**config.mk**
```make
export PLATFORM = sky130hd
export DESIGN_NAME = mem_port_arbiter
export DESIGN_NICKNAME = d
export VERILOG_FILES = /design/src/rtl/mem_arb_pkg.sv /design/src/rtl/rr_arbiter_2.sv /design/src/rtl/mem_port_arbiter.sv
export SDC_FILE = /design/constraint.sdc
export NUM_CORES = 1
export LEC_CHECK = 0
export ABC_CLOCK_PERIOD_IN_PS = 2100
export CORE_MARGIN = 5
export CORE_UTILIZATION = 42
export DETAILED_ROUTE_END_ITERATION = 12
export HOLD_SLACK_MARGIN = 0.06
export MAX_ROUTING_LAYER = met4
export PLACE_DENSITY = 0.81
export SETUP_SLACK_MARGIN = 0.5
export SLEW_MARGIN = 20
export SYNTH_ARGS = -nofsm -noshare
export SYNTH_HDL_FRONTEND = slang
export SYNTH_SLANG_ARGS = --single-unit
```
**constraint.sdc**
```tcl
create_clock -name clock -period 2.1 [get_ports clock]
set_input_delay 0.42 -clock clock [delete_from_list [all_inputs] [get_ports clock]]
set_output_delay 0.42 -clock clock [all_outputs]
set_load 0.1 [all_outputs]
```
**src/rtl/mem_arb_pkg.sv**
```systemverilog
// Shared types for the memory-port arbiter.
//   state_e : controller FSM states
//   owner_e : which requester owns the outstanding transaction
//   TCNT_W  : width of the WAIT-state timeout counter
package mem_arb_pkg;
  localparam int TCNT_W = 16;

  typedef enum logic [1:0] {
    IDLE  = 2'd0,
    ISSUE = 2'd1,
    WAIT  = 2'd2
  } state_e;

  typedef enum logic {
    OWNER_I = 1'b0,
    OWNER_D = 1'b1
  } owner_e;
endpackage

```
**src/rtl/rr_arbiter_2.sv**
```systemverilog
// Two-way round-robin grant logic.
//   clock, reset : rising-edge clock, synchronous active-low reset
//   req[1:0]     : bit 0 = instruction requester, bit 1 = data requester
//   advance      : the granted request is being accepted this cycle
//   grant[1:0]   : one-hot grant (zero when nobody requests)
module rr_arbiter_2
  import mem_arb_pkg::*;
(
  input  logic       clock,
  input  logic       reset,
  input  logic [1:0] req,
  input  logic       advance,
  output logic [1:0] grant
);
  owner_e prio_q, prio_d;

  always_comb begin
    grant  = 2'b00;
    prio_d = prio_q;
    case (req)
      2'b01:   grant = 2'b01;
      2'b10:   grant = 2'b10;
      2'b11:   grant = (prio_q == OWNER_D) ? 2'b10 : 2'b01;
      default: grant = 2'b00;
    endcase
    // Only a contested grant moves the pointer: the loser goes first next time.
    if (advance && req == 2'b11)
      prio_d = (prio_q == OWNER_D) ? OWNER_I : OWNER_D;
  end

  always_ff @(posedge clock) begin
    if (!reset) prio_q <= OWNER_D;
    else        prio_q <= prio_d;
  end
endmodule

```
**src/rtl/mem_port_arbiter.sv**
```systemverilog
// Shares one memory command port between an instruction-fetch and a data
// requester, one transaction outstanding at a time.
//   i_*           : instruction read request / accept / response
//   d_*           : data read/write request / accept / response
//   m_*           : shared memory command (out) and response (in)
//   timeout_error : sticky, set when a read gets no m_valid in time
module mem_port_arbiter
  import mem_arb_pkg::*;
#(
  parameter int DATA_WIDTH     = 32,
  parameter int ADDRESS_BITS   = 32,
  parameter int TIMEOUT_CYCLES = 1024
) (
  input  logic                    clock,
  input  logic                    reset,
  input  logic                    i_read,
  input  logic [ADDRESS_BITS-1:0] i_address,
  output logic                    i_ready,
  output logic [DATA_WIDTH-1:0]   i_data_out,
  output logic [ADDRESS_BITS-1:0] i_address_out,
  output logic                    i_valid,
  input  logic                    d_read,
  input  logic                    d_write,
  input  logic [DATA_WIDTH/8-1:0] d_byte_en,
  input  logic [ADDRESS_BITS-1:0] d_address,
  input  logic [DATA_WIDTH-1:0]   d_data_in,
  output logic                    d_ready,
  output logic [DATA_WIDTH-1:0]   d_data_out,
  output logic [ADDRESS_BITS-1:0] d_address_out,
  output logic                    d_valid,
  output logic                    m_read,
  output logic                    m_write,
  output logic [DATA_WIDTH/8-1:0] m_byte_en,
  output logic [ADDRESS_BITS-1:0] m_address,
  output logic [DATA_WIDTH-1:0]   m_data_in,
  input  logic [DATA_WIDTH-1:0]   m_data_out,
  input  logic [ADDRESS_BITS-1:0] m_address_out,
  input  logic                    m_valid,
  input  logic                    m_ready,
  output logic                    timeout_error
);
  localparam int          BE_W    = DATA_WIDTH / 8;
  localparam logic [31:0] TMO_LIM = TIMEOUT_CYCLES;

  state_e                  state_q, state_d;
  owner_e                  owner_q, owner_d;
  logic                    wr_q, wr_d;
  logic [ADDRESS_BITS-1:0] addr_q, addr_d;
  logic [BE_W-1:0]         be_q, be_d;
  logic [DATA_WIDTH-1:0]   wdata_q, wdata_d;
  logic [TCNT_W-1:0]       tcnt_q, tcnt_d;
  logic                    terr_q, terr_d;
  logic                    i_valid_q, i_valid_d, d_valid_q, d_valid_d;
  logic [DATA_WIDTH-1:0]   i_data_q, i_data_d, d_data_q, d_data_d;
  logic [ADDRESS_BITS-1:0] i_addr_q, i_addr_d, d_addr_q, d_addr_d;

  logic [1:0]  grant;
  logic [31:0] tcnt_inc;

  rr_arbiter_2 u_arb (
    .clock   (clock),
    .reset   (reset),
    .req     ({d_read | d_write, i_read}),
    .advance (state_q == IDLE),
    .grant   (grant)
  );

  assign i_ready  = (state_q == IDLE) & grant[0];
  assign d_ready  = (state_q == IDLE) & grant[1];
  assign tcnt_inc = 32'(tcnt_q) + 32'd1;

  always_comb begin
    state_d   = state_q;
    owner_d   = owner_q;
    wr_d      = wr_q;
    addr_d    = addr_q;
    be_d      = be_q;
    wdata_d   = wdata_q;
    tcnt_d    = tcnt_q;
    terr_d    = terr_q;
    i_valid_d = 1'b0;
    d_valid_d = 1'b0;
    i_data_d  = i_data_q;
    i_addr_d  = i_addr_q;
    d_data_d  = d_data_q;
    d_addr_d  = d_addr_q;
    case (state_q)
      IDLE: begin
        if (d_ready) begin
          owner_d = OWNER_D;
          wr_d    = d_write;          // read+write together counts as a write
          addr_d  = d_address;
          be_d    = d_byte_en;
          wdata_d = d_data_in;
          state_d = ISSUE;
        end else if (i_ready) begin
          owner_d = OWNER_I;
          wr_d    = 1'b0;
          addr_d  = i_address;
          be_d    = '1;
          wdata_d = '0;
          state_d = ISSUE;
        end
      end
      ISSUE: begin
        if (m_ready) begin
          if (wr_q) begin
            state_d = IDLE;
          end else begin
            state_d = WAIT;
            tcnt_d  = '0;
          end
        end
      end
      WAIT: begin
        if (m_valid) begin
          if (owner_q == OWNER_D) begin
            d_valid_d = 1'b1;
            d_data_d  = m_data_out;
            d_addr_d  = m_address_out;
          end else begin
            i_valid_d = 1'b1;
            i_data_d  = m_data_out;
            i_addr_d  = m_address_out;
          end
          state_d = IDLE;
        end else begin
          if (tcnt_q != '1) tcnt_d = tcnt_q + TCNT_W'(1);
          // This cycle completes TIMEOUT_CYCLES cycles of waiting.
          if (tcnt_inc >= TMO_LIM) begin
            terr_d  = 1'b1;
            state_d = IDLE;
          end
        end
      end
      default: state_d = IDLE;
    endcase
  end

  always_ff @(posedge clock) begin
    if (!reset) begin
      state_q   <= IDLE;
      owner_q   <= OWNER_D;
      wr_q      <= 1'b0;
      addr_q    <= '0;
      be_q      <= '0;
      wdata_q   <= '0;
      tcnt_q    <= '0;
      terr_q    <= 1'b0;
      i_valid_q <= 1'b0;
      d_valid_q <= 1'b0;
      i_data_q  <= '0;
      i_addr_q  <= '0;
      d_data_q  <= '0;
      d_addr_q  <= '0;
    end else begin
      state_q   <= state_d;
      owner_q   <= owner_d;
      wr_q      <= wr_d;
      addr_q    <= addr_d;
      be_q      <= be_d;
      wdata_q   <= wdata_d;
      tcnt_q    <= tcnt_d;
      terr_q    <= terr_d;
      i_valid_q <= i_valid_d;
      d_valid_q <= d_valid_d;
      i_data_q  <= i_data_d;
      i_addr_q  <= i_addr_d;
      d_data_q  <= d_data_d;
      d_addr_q  <= d_addr_d;
    end
  end

  assign m_read        = (state_q == ISSUE) & ~wr_q;
  assign m_write       = (state_q == ISSUE) &  wr_q;
  assign m_byte_en     = be_q;
  assign m_address     = addr_q;
  assign m_data_in     = wdata_q;
  assign i_valid       = i_valid_q;
  assign i_data_out    = i_data_q;
  assign i_address_out = i_addr_q;
  assign d_valid       = d_valid_q;
  assign d_data_out    = d_data_q;
  assign d_address_out = d_addr_q;
  assign timeout_error = terr_q;
endmodule

```
# ---- Yosys cells after proc, flatten, opt, wreduce, memory -nomap -nowiden
# Cells that the tools add are included.
dict set report op_classes {
  n_eq_ne 12
  reduce_logical 11
  add_sub_neg 2
  muxes 26
  order_cmp 1
  bitwise 8
}
# op count
set ops {}
lappend ops {{two-way mux 32 bit} 4}
lappend ops {{two-way mux 16 bit} 4}
lappend ops {{one-hot mux 16 bit (2 select lines)} 1}
lappend ops {{adder 16 x 1 -> 17 bit (second input constant)} 1}
lappend ops {{>= comparator 17 x 11 -> 1 bit (second input constant)} 1}
lappend ops {{adder 16 x 1 -> 16 bit (second input constant)} 1}
lappend ops {{inequality test 16 bit (second input constant)} 1}
lappend ops {{AND reduction 3 bit} 5}
lappend ops {{two-way mux 2 bit} 7}
lappend ops {{one-hot mux 2 bit (3 select lines)} 2}
lappend ops {{two-way mux 4 bit} 2}
lappend ops {{inequality test 2 bit (second input constant)} 4}
lappend ops {{== test 2 bit (second input constant)} 3}
lappend ops {{two-way mux 1 bit} 6}
lappend ops {{inequality test 3 bit (second input constant)} 2}
lappend ops {{AND reduction 5 bit} 1}
lappend ops {{AND 1 bit} 4}
lappend ops {{== test 2 x 1 -> 1 bit (second input constant)} 2}
lappend ops {{nonzero test 2 bit} 2}
lappend ops {{inverter 1 bit} 3}
lappend ops {{zero test 2 bit} 1}
lappend ops {{AND reduction 2 bit} 1}
lappend ops {{logical AND 1 bit} 1}
lappend ops {{OR 1 bit} 1}
dict set report totals {
  input_bits 171
  reg_bits 220
  wordCells 75
  output_inout_bits 203
}

# ---- Logic depth before layout (Yosys ltp)
dict set report depth {
  depth_word 7
  mapped_depth 8
  mapped_depth_nobuf 6
}

# ---- Cells and area by module
# From an unflattened synthesis, not the netlist that was laid out.
dict set report hier_totals {
  cells_unflattened 1012
  hier_area_um2 8219.1
}
# module area_per_inst_um2 cells_per_inst seq_area_each_um2 instances
set modules_own_cells {}
lappend modules_own_cells {mem_port_arbiter 8156.6 1005 4384.2 1}
lappend modules_own_cells {rr_arbiter_2 62.6 7 20.0 1}

# ---- Least setup slack after synthesis
# Ideal clock, no wire load.
dict set report synth_timing {
  kind {reg2reg}
  from {register state_q[0]}
  to {register tcnt_q[0]}
  path_slack_ns -1.580
  path_stages_with_launch 5
  period_less_slack_ns 3.680
  required_time_ns 1.985
  arrival_time_ns 3.565
  setup_ns 0.115
  n_path_buf 0
  path_cell_list {dfxtp_1 > nor3b_1 > nand2_1 > and3_1 > o21a_1}
}
dict set report synth_via {
  elab_chain_len 3
  elab_cells_between_ends 9
  cone_classes {eq/ne (6); mux (1); reduce/logical (2)}
}
# item line
set synth_rtl {}
lappend synth_rtl {{start: declaration} mem_port_arbiter.sv:45} ;# state_e state_q, state_d;
lappend synth_rtl {{start signal: assignment} mem_port_arbiter.sv:157} ;# state_q <= state_d;
lappend synth_rtl {{== test 2 bit / == test 2 x 1 -> 1 bit (equally long branches)} mem_port_arbiter.sv:87} ;# case (state_q)
lappend synth_rtl {{inequality test 2 bit (no source line) / nonzero test 2 bit (equally long branches)} --}
lappend synth_rtl {{AND reduction 5 bit (no source line)} --}
lappend synth_rtl {{end signal: assignment} mem_port_arbiter.sv:163} ;# tcnt_q <= tcnt_d;
lappend synth_rtl {{end: declaration} mem_port_arbiter.sv:51} ;# logic [TCNT_W-1:0] tcnt_q, tcnt_d;
# Parallel ways exist; a longest one is shown, timed or not.
# A chain may end at the register's enable or synchronous reset.

# ---- Worst setup path after layout
dict set report layout_timing {
  from {register state_q[0]}
  to {register addr_q[2], in the netlist m_address[2]}
}
dict set report layout_via {
  elab_chain_len 4
  elab_cells_between_ends 6
  cone_classes {mux (1); bitwise (2); reduce/logical (3)}
}
# item line
set layout_rtl {}
lappend layout_rtl {{zero test 2 bit (*)} {mem_port_arbiter.sv:68, mem_port_arbiter.sv:69, mem_port_arbiter.sv:87}}
lappend layout_rtl {{AND 1 bit (on tied branches)} {mem_port_arbiter.sv:68, mem_port_arbiter.sv:69}}
lappend layout_rtl {{nonzero test 2 bit (no source line)} --}
lappend layout_rtl {{AND reduction 2 bit (no source line)} --}
lappend layout_rtl {{end signal: assignment} mem_port_arbiter.sv:160} ;# addr_q <= addr_d;
lappend layout_rtl {{end: declaration} mem_port_arbiter.sv:48} ;# logic [ADDRESS_BITS-1:0] addr_q, addr_d;
# Mark *: on every way between the ends. The rest lies on a longest branch, timed or not.

==> key figures <==
Placed design
  – Buffers on Ports: 373
  – Placed Instance Area: 12000 um^2
  – DPL Wire Length: 21600 um
  – Gp weighted congestion: 0.909

Worst hold path
  – Hold Path Sink: d_address_out[5]
  – Worst Hold Depth: 2
  – Worst hold path type: reg2reg
  – Hold path startpoint: d_address_out[5]

STA
  – Final setup fails: 1
  – Setup total negative slack: -0.0606 ns
  – F_max: 463 MHz
  – Hold Vio Cnt, Final: 0
  – Slew Viols, Final: 0
  – Worst-Margin Slew: 0.402 ns
  – Tmin final: 2.16 ns
  – Hold slack final: 0.455 ns
  – Max Clock Skew: 0.0108 ns
  – Unrepaired setup endpoints after global routing: true
  – Final worst path period share: 103%
  – Fin worst setup slack: -0.0606 ns
  – Slew headroom: 73.0%

Worst setup path
  – CP endpoint kind: flip-flop
  – Path depth of the worst reg2reg path: 13
  – Slowest CP cell: dfxtp_4
  – Critical path launch point type: flip-flop
  – Crit path depth: 13
  – Required @ worst endpoint: 2.49 ns
  – CP cell instances: nor2_4 -> a21boi_4 -> o21ai_4 -> inv_2 -> buf_6 -> buf_6 -> buf_6 -> buf_12 -> buf_12 -> buf_12 -> buf_16 -> nand2_4 -> a311oi_2
  – Crit path max fanout: 5
  – Crit path arrival time: 2.56 ns
  – Slowest stage delay, CP: 0.36 ns
  – Path type of the worst setup path: reg2reg
  – Flop-to-flop setup slack: -0.06 ns
  – R2R Path End: m_address[2]
  – Crit path buf inv count: 8
  – FF-to-FF Start: state_q[0]
  – Crit path max-delay family: buffers and inverters

Synth
  – Post-synthesis sequential area ratio: 53.7%
  – Top-count cell post-synth: nand2_1
  – Post-synth EDFFs: 0
  – Main synth FF type: dfxtp_1
  – Post-synthesis cell count: 1012
  – Share of the synthesized area in the top cell type: 53.7%
  – FFs w/ async S/R, synth: 0%
  – Post-synth top cells: nand2_1, dfxtp_1, a21oi_1, nor2_1, clkbuf_1
  – Mean Syn Cell Area: 8.11 um^2
  – Syn Nets: 1184
  – Post-Syn Area: 8210 um^2
  – Area leader, netlist: dfxtp_1
  – FF+latch count, synth: 220
  – Yosys cell types: 49
  – Synth top area cells: dfxtp_1, nand2_1, a21oi_1
  – Synthesis Warnings: 0

Global routing
  – Initial antenna violation count: 1
  – All-Layer GR Usage: 28.7%
  – GRT overflow: 0
  – Largest net degree at the start of global routing: 70
  – First-pass GRT wire length: 49300 um
  – Vias in the first global route: 8941

Route
  – Post-DR vias/cell: 5.71
  – DRT antenna net count: 0
  – DRT Wirelength: 42900 um
  – Max Used Layer: met4
  – WL per Instance: 24.6 um
  – WL met1: 13900 um
  – Met3 WL: 4350 um
  – Starting DRC count in detailed routing: 793
  – Drt pass-1 iters: 7
  – WL met2: 21200 um
  – Via count: 9958
  – # DRC: 0

Clock tree
  – CTS tree: built
  – Htree depth: 1
  – CTS sink count: 220
  – Root Buffer: clkbuf_16
  – Cts hold-fix bufs: 0
  – Longest Clk Path Bufs: 3
  – Inserted Clock Buffers: 24
  – Clock transition at path regs: 0.07 ns
  – Clock Latency Late Sink: 0.52 ns

Floorplanning
  – CORE AREA: 19300 um^2
  – FP Rows: 51
  – Initial Util: 42.5%
  – Die area: 22400 um^2
  – Die height: 150 um
  – Die Width: 150 um
  – Number of top-level pins: 374

Power
  – Worst VDD drop: 0.000744 V
  – Static leakage: 0.00624 uW
  – PD cells: 829 nW/um^2

Layout
  – Layout cell share with drive strength beyond 1: 40.6%
  – Cell area after layout: 15900 um^2
  – Nets: 1633
  – Area grow syn2layout: 93.3%

Outcome
  – Violations in the final reports: negative setup slack
  – Status: complete, but fails checks

Job
  – MaxCap Viol Count: 0
## sequential cells by signal, indices dropped and copies added, names as in the netlist, 2 cells and up
register       count
d_data_out        32
i_data_out        32
i_address_out     32
m_byte_en          4
m_data_in         32
tcnt_q            16
d_address_out     32
state_q            2
m_address         32
## per-stage QoR
| step | setup slack, ns | utilization [%] | cells | total power (uW) |
|---|---|---|---|---|
| after floorplan | 0.209 | - | 1012 | 6710 |
| after global placement | 0.0418 | 62.3 | 1617 | 7660 |
| after detailed placement | -0.0123 | 62.3 | 1617 | 7690 |
| after CTS | 0.0983 | 72.4 | 1701 | 12600 |
| after global routing | -0.0952 | 82.1 | 1745 | 13500 |
| final | -0.0606 | 82.1 | 1745 | 13200 |
## layout by cell type, fill, tap and decap left out, types with 32 or more instances in the layout
cell type / n
buf_4: 166
nand2_4: 46
clkdlybuf4s50_1: 169
nand2_1: 266
clkbuf_16: 44
buf_6: 83
nor2_1: 87
a21oi_2: 32
buf_12: 36
a21oi_1: 98
dfxtp_1: 195
a22oi_2: 32
## how the worst max path moves through the flow
stage	from	to
after floorplan	state_q[0]	tcnt_q[0]
after global placement	m_valid	i_address_out[23]
after detailed placement	d_write	m_address[0]
after CTS	state_q[1]	d_ready
after global routing	state_q[0]	m_address[2]
final	state_q[0]	m_address[2]
## report_power, final
part	leakage, uW	internal [uW]	total, uW	switching [uW]
clock	0.000410	2660	4470	1810
sequential	0.00180	4380	4590	206
combinational	0.00402	1440	4090	2650
## layout make-up
cell class / count / area (um^2)
clock buffers: 33 / 684
inverters: 5 / 23.8
fillers: 965 / 3460
clock inverters: 11 / 148
flip-flops and latches: 220 / 4460
well taps: 265 / 332
repair buffers: 498 / 5560
diodes: 1 / 2.50
multi-input cells: 712 / 4660
## per-layer routing
layer | global-route usage, % | up-vias
li1 | - | 4318
met2 | 49.6 | 729
met1 | 30.2 | 4698
met4 | 15.3 | 0
met3 | 7.21 | 213
met5 | - | -
## cell families (layout without fill, tap and decap cells)
family,count (synthesis),in the layout,share of synthesized area (%)
and+or+nand+nor,481,481,24.1
DFF,220,220,53.7
AOI/OAI and AO/OA,213,213,15.9
buffers and inverters,80,547,4.34
xor gates and xnor gates,16,16,1.71
adders and majority gates,1,1,0.152
muxes,1,1,0.122
other,0,1,0
## repair_timing
| action | CTS | global route |
|---|---|---|
| gates cloned | 9 | 21 |
| pin swaps | 73 | 110 |
| endpoints found under the setup margin | 203 | 265 |
| resized for setup | 156 | 289 |
| setup buffers | 31 | 22 |
## worst reg2reg max path: stages (launching register included)
cell,delay [ns]
dfxtp_4,0.36
nor2_4,0.12
a21boi_4,0.21
o21ai_4,0.10
inv_2,0.11
buf_6,0.10
buf_6,0.08
buf_6,0.08
buf_12,0.11
buf_12,0.12
buf_12,0.12
buf_16,0.12
nand2_4,0.04
a311oi_2,0.35
No activity file was read; power rests on OpenSTA's default activity.
